[src/rtl/vga_timing_pkg.sv]
// Shared VGA timing parameter sets, sync polarity constants and the
// porch/sync total helper used by the parameterised timing generator.
package vga_timing_pkg;

  localparam bit POL_LOW  = 1'b0;
  localparam bit POL_HIGH = 1'b1;

  typedef struct packed {
    int unsigned h_active;
    int unsigned h_fp;
    int unsigned h_sync;
    int unsigned h_bp;
    int unsigned v_active;
    int unsigned v_fp;
    int unsigned v_sync;
    int unsigned v_bp;
    bit          hs_pol;
    bit          vs_pol;
  } vga_timing_t;

  localparam vga_timing_t XGA_65M = '{
    h_active: 1024, h_fp: 24, h_sync: 136, h_bp: 160,
    v_active: 768,  v_fp: 3,  v_sync: 6,   v_bp: 29,
    hs_pol: POL_LOW, vs_pol: POL_LOW
  };

  localparam vga_timing_t SVGA_40M = '{
    h_active: 800, h_fp: 40, h_sync: 128, h_bp: 88,
    v_active: 600, v_fp: 1,  v_sync: 4,   v_bp: 23,
    hs_pol: POL_HIGH, vs_pol: POL_HIGH
  };

  localparam vga_timing_t VGA_25M = '{
    h_active: 640, h_fp: 16, h_sync: 96, h_bp: 48,
    v_active: 480, v_fp: 10, v_sync: 2,  v_bp: 33,
    hs_pol: POL_LOW, vs_pol: POL_LOW
  };

  function automatic int unsigned total(input int unsigned active, input int unsigned fp,
                                        input int unsigned sync, input int unsigned bp);
    return active + fp + sync + bp;
  endfunction

endpackage

[src/rtl/vga_delay_line.sv]
// Reset-clearing shift register that re-times the whole timing bundle so it
// stays aligned with deeper pixel pipelines. DEPTH=0 is a plain wire.
module vga_delay_line #(
  parameter int unsigned W     = 8,
  parameter int unsigned DEPTH = 0
) (
  input  logic         clk_i,
  input  logic         rst_ni,
  input  logic [W-1:0] d_i,
  output logic [W-1:0] q_o
);

  generate
    if (DEPTH == 0) begin : g_wire
      assign q_o = d_i;
    end else begin : g_pipe
      logic [DEPTH-1:0][W-1:0] pipe_q;

      // Shifts every clock regardless of pixel enable: fixed clk latency.
      always_ff @(posedge clk_i or negedge rst_ni) begin
        if (!rst_ni) begin
          pipe_q <= '0;
        end else begin
          pipe_q[0] <= d_i;
          for (int unsigned i = 1; i < DEPTH; i++) pipe_q[i] <= pipe_q[i-1];
        end
      end

      assign q_o = pipe_q[DEPTH-1];
    end
  endgenerate

endmodule

[src/rtl/vga_timing_gen_p.sv]
// Parameterised VGA timing generator: h/v counters, registered sync/blank/DE
// decode, line/frame strobes, frame counter and an optional output delay line.
module vga_timing_gen_p
  import vga_timing_pkg::*;
#(
  parameter int unsigned H_ACTIVE = XGA_65M.h_active,
  parameter int unsigned H_FP     = XGA_65M.h_fp,
  parameter int unsigned H_SYNC   = XGA_65M.h_sync,
  parameter int unsigned H_BP     = XGA_65M.h_bp,
  parameter int unsigned V_ACTIVE = XGA_65M.v_active,
  parameter int unsigned V_FP     = XGA_65M.v_fp,
  parameter int unsigned V_SYNC   = XGA_65M.v_sync,
  parameter int unsigned V_BP     = XGA_65M.v_bp,
  parameter bit          HS_POL   = XGA_65M.hs_pol,
  parameter bit          VS_POL   = XGA_65M.vs_pol,
  parameter int unsigned CNT_W    = 16,
  parameter int unsigned PIPE_DLY = 0
) (
  input  logic             clk_i,
  input  logic             rst_ni,
  input  logic             ce_i,
  output logic [CNT_W-1:0] hcount_o,
  output logic [CNT_W-1:0] vcount_o,
  output logic             hsync_o,
  output logic             vsync_o,
  output logic             hblnk_o,
  output logic             vblnk_o,
  output logic             de_o,
  output logic             line_start_o,
  output logic             frame_start_o,
  output logic [15:0]      frame_cnt_o
);

  localparam int unsigned H_TOTAL = total(H_ACTIVE, H_FP, H_SYNC, H_BP);
  localparam int unsigned V_TOTAL = total(V_ACTIVE, V_FP, V_SYNC, V_BP);
  localparam longint unsigned CNT_RANGE = 64'(1) << CNT_W;

  generate
    if (H_ACTIVE == 0 || H_FP == 0 || H_SYNC == 0 || H_BP == 0 ||
        V_ACTIVE == 0 || V_FP == 0 || V_SYNC == 0 || V_BP == 0) begin : g_bad_term
      $error("vga_timing_gen_p: every porch/sync/active term must be non-zero");
    end
    if (PIPE_DLY > 7) begin : g_bad_dly
      $error("vga_timing_gen_p: PIPE_DLY must be 0..7");
    end
    if (CNT_W == 0 || CNT_W > 32 ||
        64'(H_TOTAL) > CNT_RANGE || 64'(V_TOTAL) > CNT_RANGE) begin : g_bad_w
      $error("vga_timing_gen_p: CNT_W cannot hold H_TOTAL-1 / V_TOTAL-1");
    end
  endgenerate

  localparam logic [CNT_W-1:0] H_LAST = CNT_W'(H_TOTAL - 1);
  localparam logic [CNT_W-1:0] V_LAST = CNT_W'(V_TOTAL - 1);
  localparam logic [CNT_W-1:0] H_ACT  = CNT_W'(H_ACTIVE);
  localparam logic [CNT_W-1:0] V_ACT  = CNT_W'(V_ACTIVE);
  localparam logic [CNT_W-1:0] HS_BEG = CNT_W'(H_ACTIVE + H_FP);
  localparam logic [CNT_W-1:0] HS_END = CNT_W'(H_ACTIVE + H_FP + H_SYNC);
  localparam logic [CNT_W-1:0] VS_BEG = CNT_W'(V_ACTIVE + V_FP);
  localparam logic [CNT_W-1:0] VS_END = CNT_W'(V_ACTIVE + V_FP + V_SYNC);

  localparam int unsigned PW = 2 * CNT_W + 23;

  // Internal counters park on the last position so the first ce lands on (0,0).
  logic [CNT_W-1:0] h_q, v_q, h_d, v_d;
  logic             h_wrap;

  always_comb begin
    h_wrap = (h_q == H_LAST);
    h_d    = h_wrap ? '0 : h_q + CNT_W'(1);
    v_d    = v_q;
    if (h_wrap) v_d = (v_q == V_LAST) ? '0 : v_q + CNT_W'(1);
  end

  always_ff @(posedge clk_i or negedge rst_ni) begin
    if (!rst_ni) begin
      h_q <= H_LAST;
      v_q <= V_LAST;
    end else if (ce_i) begin
      h_q <= h_d;
      v_q <= v_d;
    end
  end

  // Decode from next-state values so counts and decode move together.
  logic hs_act_d, vs_act_d, hblnk_d, vblnk_d, ls_d, fs_d;

  always_comb begin
    hs_act_d = (h_d >= HS_BEG) && (h_d < HS_END);
    vs_act_d = (v_d >= VS_BEG) && (v_d < VS_END);
    hblnk_d  = (h_d >= H_ACT);
    vblnk_d  = (v_d >= V_ACT);
    ls_d     = (h_d == '0);
    fs_d     = ls_d && (v_d == '0);
  end

  logic [CNT_W-1:0] hcount_q, vcount_q;
  logic             hs_act_q, vs_act_q, hblnk_q, vblnk_q, de_q, ls_q, fs_q;
  logic [15:0]      fcnt_q;

  // Sync is carried active-high so a cleared stage always reads as inactive.
  always_ff @(posedge clk_i or negedge rst_ni) begin
    if (!rst_ni) begin
      hcount_q <= '0;
      vcount_q <= '0;
      hs_act_q <= 1'b0;
      vs_act_q <= 1'b0;
      hblnk_q  <= 1'b0;
      vblnk_q  <= 1'b0;
      de_q     <= 1'b0;
      ls_q     <= 1'b0;
      fs_q     <= 1'b0;
      fcnt_q   <= '0;
    end else if (ce_i) begin
      hcount_q <= h_d;
      vcount_q <= v_d;
      hs_act_q <= hs_act_d;
      vs_act_q <= vs_act_d;
      hblnk_q  <= hblnk_d;
      vblnk_q  <= vblnk_d;
      de_q     <= ~hblnk_d & ~vblnk_d;
      ls_q     <= ls_d;
      fs_q     <= fs_d;
      if (fs_d) fcnt_q <= fcnt_q + 16'd1;
    end else begin
      ls_q <= 1'b0;
      fs_q <= 1'b0;
    end
  end

  logic [PW-1:0] bundle_d, bundle_q;
  logic          hs_act_o, vs_act_o;

  assign bundle_d = {hcount_q, vcount_q, hs_act_q, vs_act_q, hblnk_q, vblnk_q,
                     de_q, ls_q, fs_q, fcnt_q};

  vga_delay_line #(
    .W     (PW),
    .DEPTH (PIPE_DLY)
  ) u_dly (
    .clk_i  (clk_i),
    .rst_ni (rst_ni),
    .d_i    (bundle_d),
    .q_o    (bundle_q)
  );

  assign {hcount_o, vcount_o, hs_act_o, vs_act_o, hblnk_o, vblnk_o,
          de_o, line_start_o, frame_start_o, frame_cnt_o} = bundle_q;

  assign hsync_o = HS_POL ? hs_act_o : ~hs_act_o;
  assign vsync_o = VS_POL ? vs_act_o : ~vs_act_o;

endmodule

[config.mk]
export PLATFORM = sky130hd
export DESIGN_NAME = vga_timing_gen_p
export DESIGN_NICKNAME = d
export VERILOG_FILES = /design/src/rtl/vga_timing_pkg.sv /design/src/rtl/vga_delay_line.sv /design/src/rtl/vga_timing_gen_p.sv
export SDC_FILE = /design/constraint.sdc
export NUM_CORES = 1
export LEC_CHECK = 0
export BUFFER_PORTS_ARGS = -buffer_cell sky130_fd_sc_hd__buf_2
export CAP_MARGIN = 20
export CORE_ASPECT_RATIO = 0.5
export CORE_MARGIN = 3
export CORE_UTILIZATION = 30
export CTS_BUF_LIST = sky130_fd_sc_hd__clkbuf_8
export DETAILED_ROUTE_END_ITERATION = 10
export SETUP_SLACK_MARGIN = 0.5
export SLEW_MARGIN = 10
export SYNTH_ARGS = -nofsm -noshare
export SYNTH_HDL_FRONTEND = slang
export SYNTH_SLANG_ARGS = --single-unit
[constraint.sdc]
create_clock -name clk_i -period 3.7 [get_ports clk_i]
set_input_delay 0.74 -clock clk_i [delete_from_list [all_inputs] [get_ports clk_i]]
set_output_delay 0.74 -clock clk_i [all_outputs]
set_load 0.02 [all_outputs]
==> flow_summary.yaml, run 1 <==
layout:
  drive_gt1_share_pct: 29.2
  layout.cells.non_filler: 714
  finish.utilization_pct: 38.1
  areaGrowthSynthToFinish_pct: 19.6
  layout.nets: 530
  nFillCells: 1332
  n_antenna_cell: 0
power:
  power.density_nw_per_um2: 415
  clock_power_share_pct: 37.7
  p_sw_share_pct: 31.0
  intPower_mw: 1.44
  power_frac_comb_pct: 18.1
  seq_power_share_pct: 44.2
  ir_worst_vdd_mv: 0.158
  p_sw_uw: 645
  leakage_nw: 2.23
die:
  rows: 29
  fp.dieH_microns: 89.7
  die_w_microns: 173
  die-area_sq_um: 15500
  ios: 58
  start_util_pct: 31.9
  core_sq_um: 13200
setup_path:
  cpPeakStageDelay_ns: 0.58
  reg2regPathDepth: 13
  worstPathCellList: "ha_1, and4_4, nand4_1, buf_4, buf_4, a21oi_1, a21oi_1, o32a_1, nor4b_4, buf_4, nand3_4, nor4_2, xor2_1"
  crit_path_top_delay_cell: "dfstp_2"
  endpoint_kind: "flip-flop"
  worstSetupPathType: "reg -> reg"
  cp_common_cell: "buf_4"
  r2r-end: "fcnt_q[9]"
  path_max_fanout: 7
  r2r_start: "h_q[0]"
  crit_arrival_ns: 3.39
  cp.required_ns: 3.99
  startpoint_type: "flip-flop"
  rrSetupSlack_ns: 0.60
clocking:
  clockBufferDepth: 2
  h-tree-depth: 3
  cts_hold_buf: 0
  root_buffer: "clkbuf_8"
  worstSkewPairLatency_ns: 0.37
  cts_tree: "built"
  cts_made_buffers: 9
  clock_sinks: 68
  clkTransAtPathRegs_ns: 0.08
yosys:
  synth_area_leaders: "dfrtp_1, dfstp_2, o21ai_0, nand2_1, nor2_1"
  synth_area_leader_cell: "dfrtp_1"
  postSynthCellCount: 478
  yosys_warnings: 0
  syn_area_sq_um: 4200
  ys_ff_latch: 68
  synth_area_per_cell_sq_um: 8.78
  synth_commonest_cells: "dfrtp_1, nand2_1, nor2_1"
  synth.distinct_cells: 62
  ys_seq_area_share_pct: 40.9
  synthArstFlopShare_pct: 100
  synth_flop_cell: "dfrtp_1"
  synth_top_area_share_pct: 32.8
  syn_nets: 485
  yosysMostFrequentCell: "dfrtp_1"
  synth-edff-count: 0
routing:
  post-route-drc-count: 0
  initialDrtViolationCount: 394
  wirelength_mm: 11.1
  num_vias: 3696
  wl_per_cell_microns: 15.6
  drtPass1Iterations: 5
  antenna_left: 0
  avgViaCountPerCell: 5.18
hold_path:
  hold_class: "reg -> reg"
  min_to: "fcnt_q[15]"
  worst_hold_path.num_cells: 1
  hold_start: "fcnt_q[15]"
timing:
  period_share_pct: 83.7
  finalSetupTns_ns: 0
  rsz0062_at_grt: "yes"
  setup_viol: 0
  whs_ns: 0.468
  worst_pin_slew_ns: 0.866
  min_period_ns: 3.10
  slew_viol_final: 0
  fmax_mhz: 323
  slew_headroom_pct: 42.2
  fin_worst_skew_ns: 0.00716
  hold_viol: 0
grt:
  globalRouteOverflowTotal: 0
  grt_usage_pct: 14.1
  antenna_found_initial: 0
  grt_max_degree: 69
  grt_pass1_wl_mm: 17.6
  first_global_vias: 3329
placed_design:
  place_hpwl_mm: 7.70
  place_inst: 678
  portBuffers: 57
  gp_congestion: 0.954
run:
  maxCapViolCount: 0
outcome:
  status: "complete, no violations"
[layout by cell type (no fill, tap or decap), drive strengths merged, types with 4 or more instances in the layout]
master,n
ha,4
o31ai,8
nand3,25
nor4,9
nand4,15
nand2,49
and2,5
inv,19
or4,7
a21oi,23
nor3,18
xor2,18
dfrtp,55
o21ai,40
and4,4
clkbuf,9
dfstp,13
mux2,4
and3,8
xnor2,15
buf,86
a31oi,9
nor2,42
[flip-flops by register name, indices dropped and copies added (netlist names)]
name and flops:
de_q 1, hcount_q 8, hs_act_q 1, v_q 16, vcount_q 5, fcnt_q 16, fs_q 1, ls_q 1
vblnk_q 1, h_q 16, hblnk_q 1, vs_act_q 1
[power by group through the flow]
stage          combinational, mW  sequential [mW]  clock, mW
2_1_floorplan              0.254            0.923          0
5_1_grt                    0.418            0.935      0.830
6_report                   0.377            0.922      0.785
3_3_place_gp               0.341            0.938          0
4_1_cts                    0.352            0.926      0.799
3_5_place_dp               0.346            0.939          0
[worst max-delay path by stage]
stage / from / end / slack (ns)
global placement: v_q[0] / fcnt_q[11] / 0.41
detailed placement: h_q[0] / fcnt_q[10] / 0.33
floorplan: h_q[0] / fcnt_q[1] / 0.77
CTS: h_q[0] / fcnt_q[1] / 0.54
global route: v_q[0] / fcnt_q[12] / 0.43
finish: h_q[0] / fcnt_q[9] / 0.60
[routing by layer]
metal / wire length (microns) / vias up / track usage, %
li1: - / 1774 / -
met1: 5330 / 1793 / 19.6
met2: 5010 / 115 / 21.8
met3: 640 / 14 / 3.74
met4: 148 / 0 / 4.19
met5: 0 / - / 0
[critical path, delay by kind of cell (launching register included)]
kind                     cells  cell delay [ns]
flip-flops                   1             0.58
AO/OA/AOI/OAI                3             0.42
adder cells (fa/ha/maj)      1             0.17
XOR/XNOR                     1             0.17
buffers and inverters        3             0.51
AND/OR/NAND/NOR              5             1.15
[cell families (layout without fill, tap and decap cells)]
kind of cell	Yosys count	after routing	synth area share, %
buffers and inverters	71	120	9.00
xor gates and xnor gates	33	33	6.88
DFF	68	68	40.9
muxes	6	6	1.55
AOI/OAI and AO/OA	100	100	14.3
and+or+nand+nor	196	197	26.2
adders and majority gates	4	4	1.19
[what timing repair did]
action                                  in CTS  in global routing
endpoints found under the setup margin       8                 14
cloned                                       1                  0
buffers inserted                             4                 15
pin swaps                                    2                  7
resized for setup                            9                 22
[final cells by class]
type	count	area, sq um	area share (%)
tap	186	233	4.63
clock buffer	9	124	2.47
inverter	18	67.6	1.35
multi-input combinational	340	2240	44.5
timing repair buffer	86	519	10.3
clock inverter	7	124	2.47
sequential	68	1720	34.2
[through the flow]
| stage | worst slack, ns | power, mW | cell area [sq um] |
|---|---|---|---|
| finish | 0.603 | 2.08 | 5020 |
| global route | 0.433 | 2.18 | 5020 |
| CTS | 0.537 | 2.08 | 4800 |
| detailed placement | 0.329 | 1.28 | 4480 |
| global placement | 0.414 | 1.28 | 4480 |
| floorplan | 0.774 | 1.18 | 4200 |
No activity file was read; power rests on OpenSTA's default activity.
==> run 2, diff against run 1 <==
ABC_AREA = 1   (was default)
clock period = 3.2 ns   (was 3.7 ns; I/O delays follow)
==> run 2 against run 1 <==
  * Sequential share of layout area down 2.7 points
  * Clock power is 25% higher
  * Clock-buffer cell count stayed put
  * Non-clock buffer count fell by 18
  * Clock skew rose by 0.0020 ns
  * Worst hold slack lost 0.22 ns
  * Critical path type unchanged
  * Largest power group unchanged
==> flow_summary.yaml, run 2 <==
power:
  total_power_mw: 3.09
  power_frac_comb_pct: 30.0
  p_sw_mw: 1.19
  ir_worst_vdd_mv: 0.222
  seq_power_share_pct: 38.4
  clock_power_share_pct: 31.6
  leakage_nw: 2.68
  p_sw_share_pct: 38.4
  intPower_mw: 1.91
  power.density_nw_per_um2: 567
setup_path:
  crit_family: "simple AND/OR/NAND/NOR gates"
  cp_common_cell: "nand2_1"
  crit_path_top_delay_cell: "dfstp_2"
  reg2regPathDepth: 12
  path_max_fanout: 8
  worstPathCellList: "ha_4, nand3_2, nor2_4, nand3_4, buf_4, o21a_1, nor2_1, nand2_1, nor2_4, nand4_4, nand2_1, nand2_1"
  endpoint_kind: "flip-flop"
  r2r-end: "fcnt_q[9]"
  startpoint_type: "flip-flop"
  path_buf_inv: 1
  crit_arrival_ns: 2.76
  cpPeakStageDelay_ns: 0.59
  cp.required_ns: 3.46
  rrSetupSlack_ns: 0.70
  r2r_start: "h_q[0]"
  worstSetupPathType: "reg -> reg"
yosys:
  synth-edff-count: 0
  yosysMostFrequentCell: "nand2_1"
  syn_area_sq_um: 4670
  yosys.area_share.simple_pct: 41.8
  synth_compound_area_share_pct: 5.60
  yosys_warnings: 0
  synth.distinct_cells: 31
  synth_area_per_cell_sq_um: 6.65
  synth_xor_area_share_pct: 3.56
  synth_top_area_share_pct: 29.5
  ys_ff_latch: 68
  synth_commonest_cells: "nand2_1, nor2_1, inv_1"
  postSynthCellCount: 702
  synth_mux_area_share_pct: 0
  syn_nets: 709
  synth_top_family_by_area: "simple AND/OR/NAND/NOR gates"
  synth_flop_cell: "dfrtp_1"
  synth_area_leader_cell: "dfrtp_1"
  synth_area_leaders: "dfrtp_1, nand2_1, dfstp_2, nor2_1, nand3_1"
  synthArstFlopShare_pct: 100
  ys_seq_area_share_pct: 36.8
  synth_fa_ha_area_share_pct: 1.07
timing:
  slew_viol_final: 0
  fin_worst_skew_ns: 0.00919
  finalSetupTns_ns: 0
  rsz0062_at_grt: "no"
  min_period_ns: 2.50
  worst_pin_slew_ns: 0.656
  whs_ns: 0.253
  hold_viol: 0
  slew_headroom_pct: 56.3
  period_share_pct: 78.0
  setup_viol: 0
  fmax_mhz: 401
outcome:
  status: "complete, no violations"
clocking:
  clock_sinks: 68
  cts_tree: "built"
  cts_hold_buf: 0
  h-tree-depth: 3
  worstSkewPairLatency_ns: 0.37
  clockBufferDepth: 2
  cts_made_buffers: 9
  root_buffer: "clkbuf_8"
  clkTransAtPathRegs_ns: 0.08
layout:
  final_common_cell: "nand2_1"
  layout.cells.non_filler: 947
  drive_gt1_share_pct: 17.8
  mostFrequentLayoutCells: "nand2_1, nor2_1, inv_1"
  reg.largest.list: "fcnt_q: 16 flops, h_q: 16 flops, v_q: 16 flops"
  stdcell_area_sq_um: 5460
  areaGrowthSynthToFinish_pct: 16.9
  layout.nets: 751
  n_antenna_cell: 0
placed_design:
  gp_congestion: 0.863
  dpl_cell_area_sq_um: 4990
  place_hpwl_mm: 9.50
  place_inst: 923
  portBuffers: 57
die:
  fp.dieH_microns: 94.2
  die_w_microns: 182
  start_util_pct: 31.4
  rows: 31
  core_sq_um: 14900
  die-area_sq_um: 17200
  ios: 58
grt:
  globalRouteOverflowTotal: 0
  grt_max_degree: 61
  antenna_found_initial: 0
  first_global_vias: 4262
  grt_pass1_wl_mm: 21.7
  grt_usage_pct: 15.8
routing:
  initialDrtViolationCount: 347
  num_vias: 4567
  wirelength_mm: 13.3
  drtPass1Iterations: 5
  post-route-drc-count: 0
  antenna_left: 0
  avgViaCountPerCell: 4.82
  wl_per_cell_microns: 14.1
run:
  maxCapViolCount: 0
hold_path:
  hold_class: "in -> async"
[run 2: changes by cell type in the layout (fill, tap and decap cells not counted), moves of 8 or more]
cell     delta
nor2_4     +11
nor2_2      +8
nand2_1   +205
nor2_1     +31
a21oi_1    -17
inv_1      +49
a31oi_1     -8
buf_4      -19
nand3_1    +33
nand4_1    +18
o31ai_1     -8
xnor2_1     -9
[run 2: routing by layer]
| metal | vias to the layer above | GRT usage [%] | wire length, microns |
|---|---|---|---|
| li1 | 2306 | - | - |
| met1 | 2139 | 21.7 | 6580 |
| met2 | 111 | 24.6 | 5830 |
| met3 | 11 | 4.49 | 805 |
| met4 | 0 | 3.93 | 138 |
| met5 | - | 0 | 0 |
[run 2: logic make-up after synthesis]
group,after synthesis
AO/OA/AOI/OAI,51
XOR/XNOR,19
adder cells (fa/ha/maj),4
buffers and inverters,110
flip-flops,68
AND/OR/NAND/NOR,450
[run 2: repair_timing]
item / CTS / global route
setup buffers: 1 / 4
pin swaps: 2 / 7
endpoints found under the setup margin: 17 / 20
gates resized for setup: 8 / 16
cloned: 2 / 1
[run 2: per-stage QoR]
step	utilization, %	worst slack (ns)
global route	36.7	0.521
finish	36.7	0.705
global placement	33.6	0.400
detailed placement	33.6	0.263
floorplan	-	0.918
CTS	36.0	0.535
[run 2: power by group through the flow]
stage | registers (mW) | clock network [mW] | logic, mW
6_report | 1.19 | 0.978 | 0.929
5_1_grt | 1.22 | 1.04 | 1.05
4_1_cts | 1.18 | 1.00 | 0.898
3_5_place_dp | 1.20 | 0 | 0.855
3_3_place_gp | 1.19 | 0 | 0.853
2_1_floorplan | 1.19 | 0 | 0.630
[run 2: worst max path at each step]
stage                 from         end  slack [ns]  depth (start not counted)
floorplan           h_q[0]  fcnt_q[10]        0.92                         14
global placement    h_q[0]  fcnt_q[11]        0.40                         13
global route        h_q[0]   fcnt_q[6]        0.52                         16
detailed placement  h_q[0]   fcnt_q[9]        0.26                         13
finish              h_q[0]   fcnt_q[9]        0.70                         12
CTS                 h_q[0]   fcnt_q[9]        0.53                         12
[run 2: layout make-up]
type                    instances  area [sq um]
repair buffers                 68           388
fillers                      1567          9400
flip-flops and latches         68          1720
inverters                      70           263
clock buffers                   9           124
well taps                     198           248
clock inverters                 7           146
multi-input cells             527          2570
==> run 3, diff against run 2 <==
ABC_AREA = 0   (was 1)
clock period = 2.1 ns   (was 3.2 ns; I/O delays follow)
==> run 3 against run 2 <==
  * The run now ends with setup timing left
  * Global-route usage grew 1.7 points
  * Design area grew 23%
  * Combinational power grew 29%
  * Clock-buffer cell count grew 1
  * Critical path type unchanged
  * Worst hold slack lost 0.20 ns
  * Via count shrank 4.0%
  * First-iteration DRC count shrank 4.9%
==> flow_summary.yaml, run 3 (synthesis results as in run 1) <==
outcome:
  status: "finished, violations left"
  violations: "setup timing"
timing:
  min_period_ns: 2.94
  layout_setup_ws_ns: -0.835
  hold_viol: 0
  worst_pin_slew_ns: 0.452
  period_share_pct: 140
  fin_worst_skew_ns: 0.0123
  finalSetupTns_ns: -20.33
  rsz0062_at_grt: "yes"
  fmax_mhz: 341
  whs_ns: 0.0571
  slew_headroom_pct: 69.9
  setup_viol: 42
  slew_viol_final: 0
routing:
  antenna_left: 0
  post-route-drc-count: 0
  wl_per_cell_microns: 16.7
  wirelength_mm: 14.3
  avgViaCountPerCell: 5.12
  initialDrtViolationCount: 330
  drtPass1Iterations: 4
  num_vias: 4385
placed_design:
  gp_congestion: 0.890
  place_inst: 799
  place_hpwl_mm: 9.37
  portBuffers: 57
power:
  leakage_nw: 3.10
  power_frac_comb_pct: 30.7
  ir_worst_vdd_mv: 0.287
  power.density_nw_per_um2: 580
  p_sw_mw: 1.28
  total_power_mw: 3.89
  clock_power_share_pct: 29.4
  p_sw_share_pct: 32.9
  seq_power_share_pct: 39.9
  intPower_mw: 2.61
clocking:
  cts_made_buffers: 9
  clkTransAtPathRegs_ns: 0.08
  root_buffer: "clkbuf_8"
  cts_tree: "built"
  clockBufferDepth: 2
  clock_sinks: 68
  worstSkewPairLatency_ns: 0.36
  h-tree-depth: 3
setup_path:
  cp.required_ns: 2.38
  worstSetupPathType: "reg -> reg"
  path_max_fanout: 8
  endpoint_kind: "flip-flop"
  rrSetupSlack_ns: -0.84
  startpoint_type: "flip-flop"
  crit_arrival_ns: 3.22
die:
  die_w_microns: 173
  start_util_pct: 31.9
  rows: 29
  core_sq_um: 13200
  die-area_sq_um: 15500
  fp.dieH_microns: 89.7
  ios: 58
layout:
  layout.cells.non_filler: 856
  areaGrowthSynthToFinish_pct: 59.8
  nFillCells: 1134
  drive_gt1_share_pct: 55.5
  finish.utilization_pct: 50.9
  n_antenna_cell: 0
  mostFrequentLayoutCells: "buf_4, dfrtp_1, buf_2"
  layout.nets: 672
  final_common_cell: "buf_4"
  reg.largest.list: "fcnt_q: 16 flops, h_q: 16 flops, v_q: 16 flops"
grt:
  antenna_found_initial: 0
  first_global_vias: 4105
  globalRouteOverflowTotal: 0
  grt_max_degree: 69
  grt_pass1_wl_mm: 21.6
  grt_usage_pct: 17.5
run:
  maxCapViolCount: 0
hold_path:
  hold_class: "in -> async"
## run 3: cell types whose count changed in the layout (fill, tap and decap cells not counted), moves of 9 or more
cell     change
nand2_1    -220
buf_4      +119
inv_1       -49
buf_6       +40
nor2_1      -39
nand3_1     -34
o21ai_0     -34
nand4_1     -18
o21ai_2     +16
o21ai_1     +14
a21oi_2      +9
## run 3: layer usage
layer | part of all wire [%] | track usage [%] | up-vias
met5 | 0 | 0 | -
met4 | 2.0 | 4.34 | 0
met3 | 6.8 | 4.28 | 37
met2 | 46 | 28.3 | 162
met1 | 45 | 24.0 | 2129
li1 | - | - | 2057
## run 3: through the flow
| stage | cell area, sq um | worst slack (ns) |
|---|---|---|
| global placement | 5520 | -0.796 |
| detailed placement | 5520 | -0.873 |
| finish | 6710 | -0.835 |
| global route | 6710 | -0.996 |
| floorplan | 4350 | -0.649 |
| CTS | 6250 | -0.808 |
## run 3: final cells by class
class	count	area [sq um]	area share [%]
Multi-Input combinational cell	339	2690	40.0
Timing Repair Buffer	229	1800	26.8
Sequential cell	68	1720	25.6
Tap cell	186	233	3.47
Clock buffer	10	138	2.05
Clock inverter	6	71.3	1.06
Inverter	18	67.6	1.01
## run 3: final timing paths
check                             end  depth (start not counted)  startpoint
hold / removal               hs_act_q                          2      rst_ni
max in group asynchronous      v_q[0]                          2      rst_ni
hold reg to reg            fcnt_q[15]                          1  fcnt_q[15]
setup reg to reg           fcnt_q[11]                         13     h_q[11]
min in group clk_i             h_q[0]                          3        ce_i
setup / recovery           fcnt_q[11]                         13     h_q[11]
## run 3: worst max-delay path, cell delays in order, from the launching register on
cell and delay (ns):
dfrtp_1 0.40, buf_4 0.16, nor4b_4 0.26, buf_4 0.14, nand4_1 0.20, buf_6 0.21, a21oi_1 0.14, o21a_1 0.19
o2111ai_2 0.18, nor3_4 0.22, nand3_4 0.12, buf_12 0.16, nor4_2 0.29, xor2_1 0.17
## run 3: what timing repair did
item                       CTS  global route
resized for setup           82            82
setup endpoints to repair   65            66
pin swaps                   29            40
hold buffers                 0             0
setup buffers               24            17
## run 3: power groups by stage
stage	sequential [mW]	combinational (mW)	clock, mW
after global placement	1.56	0.979	0
final	1.56	1.20	1.14
after detailed placement	1.57	0.997	0
after CTS	1.55	1.13	1.17
after global routing	1.57	1.30	1.24
after floorplan	1.63	0.494	0
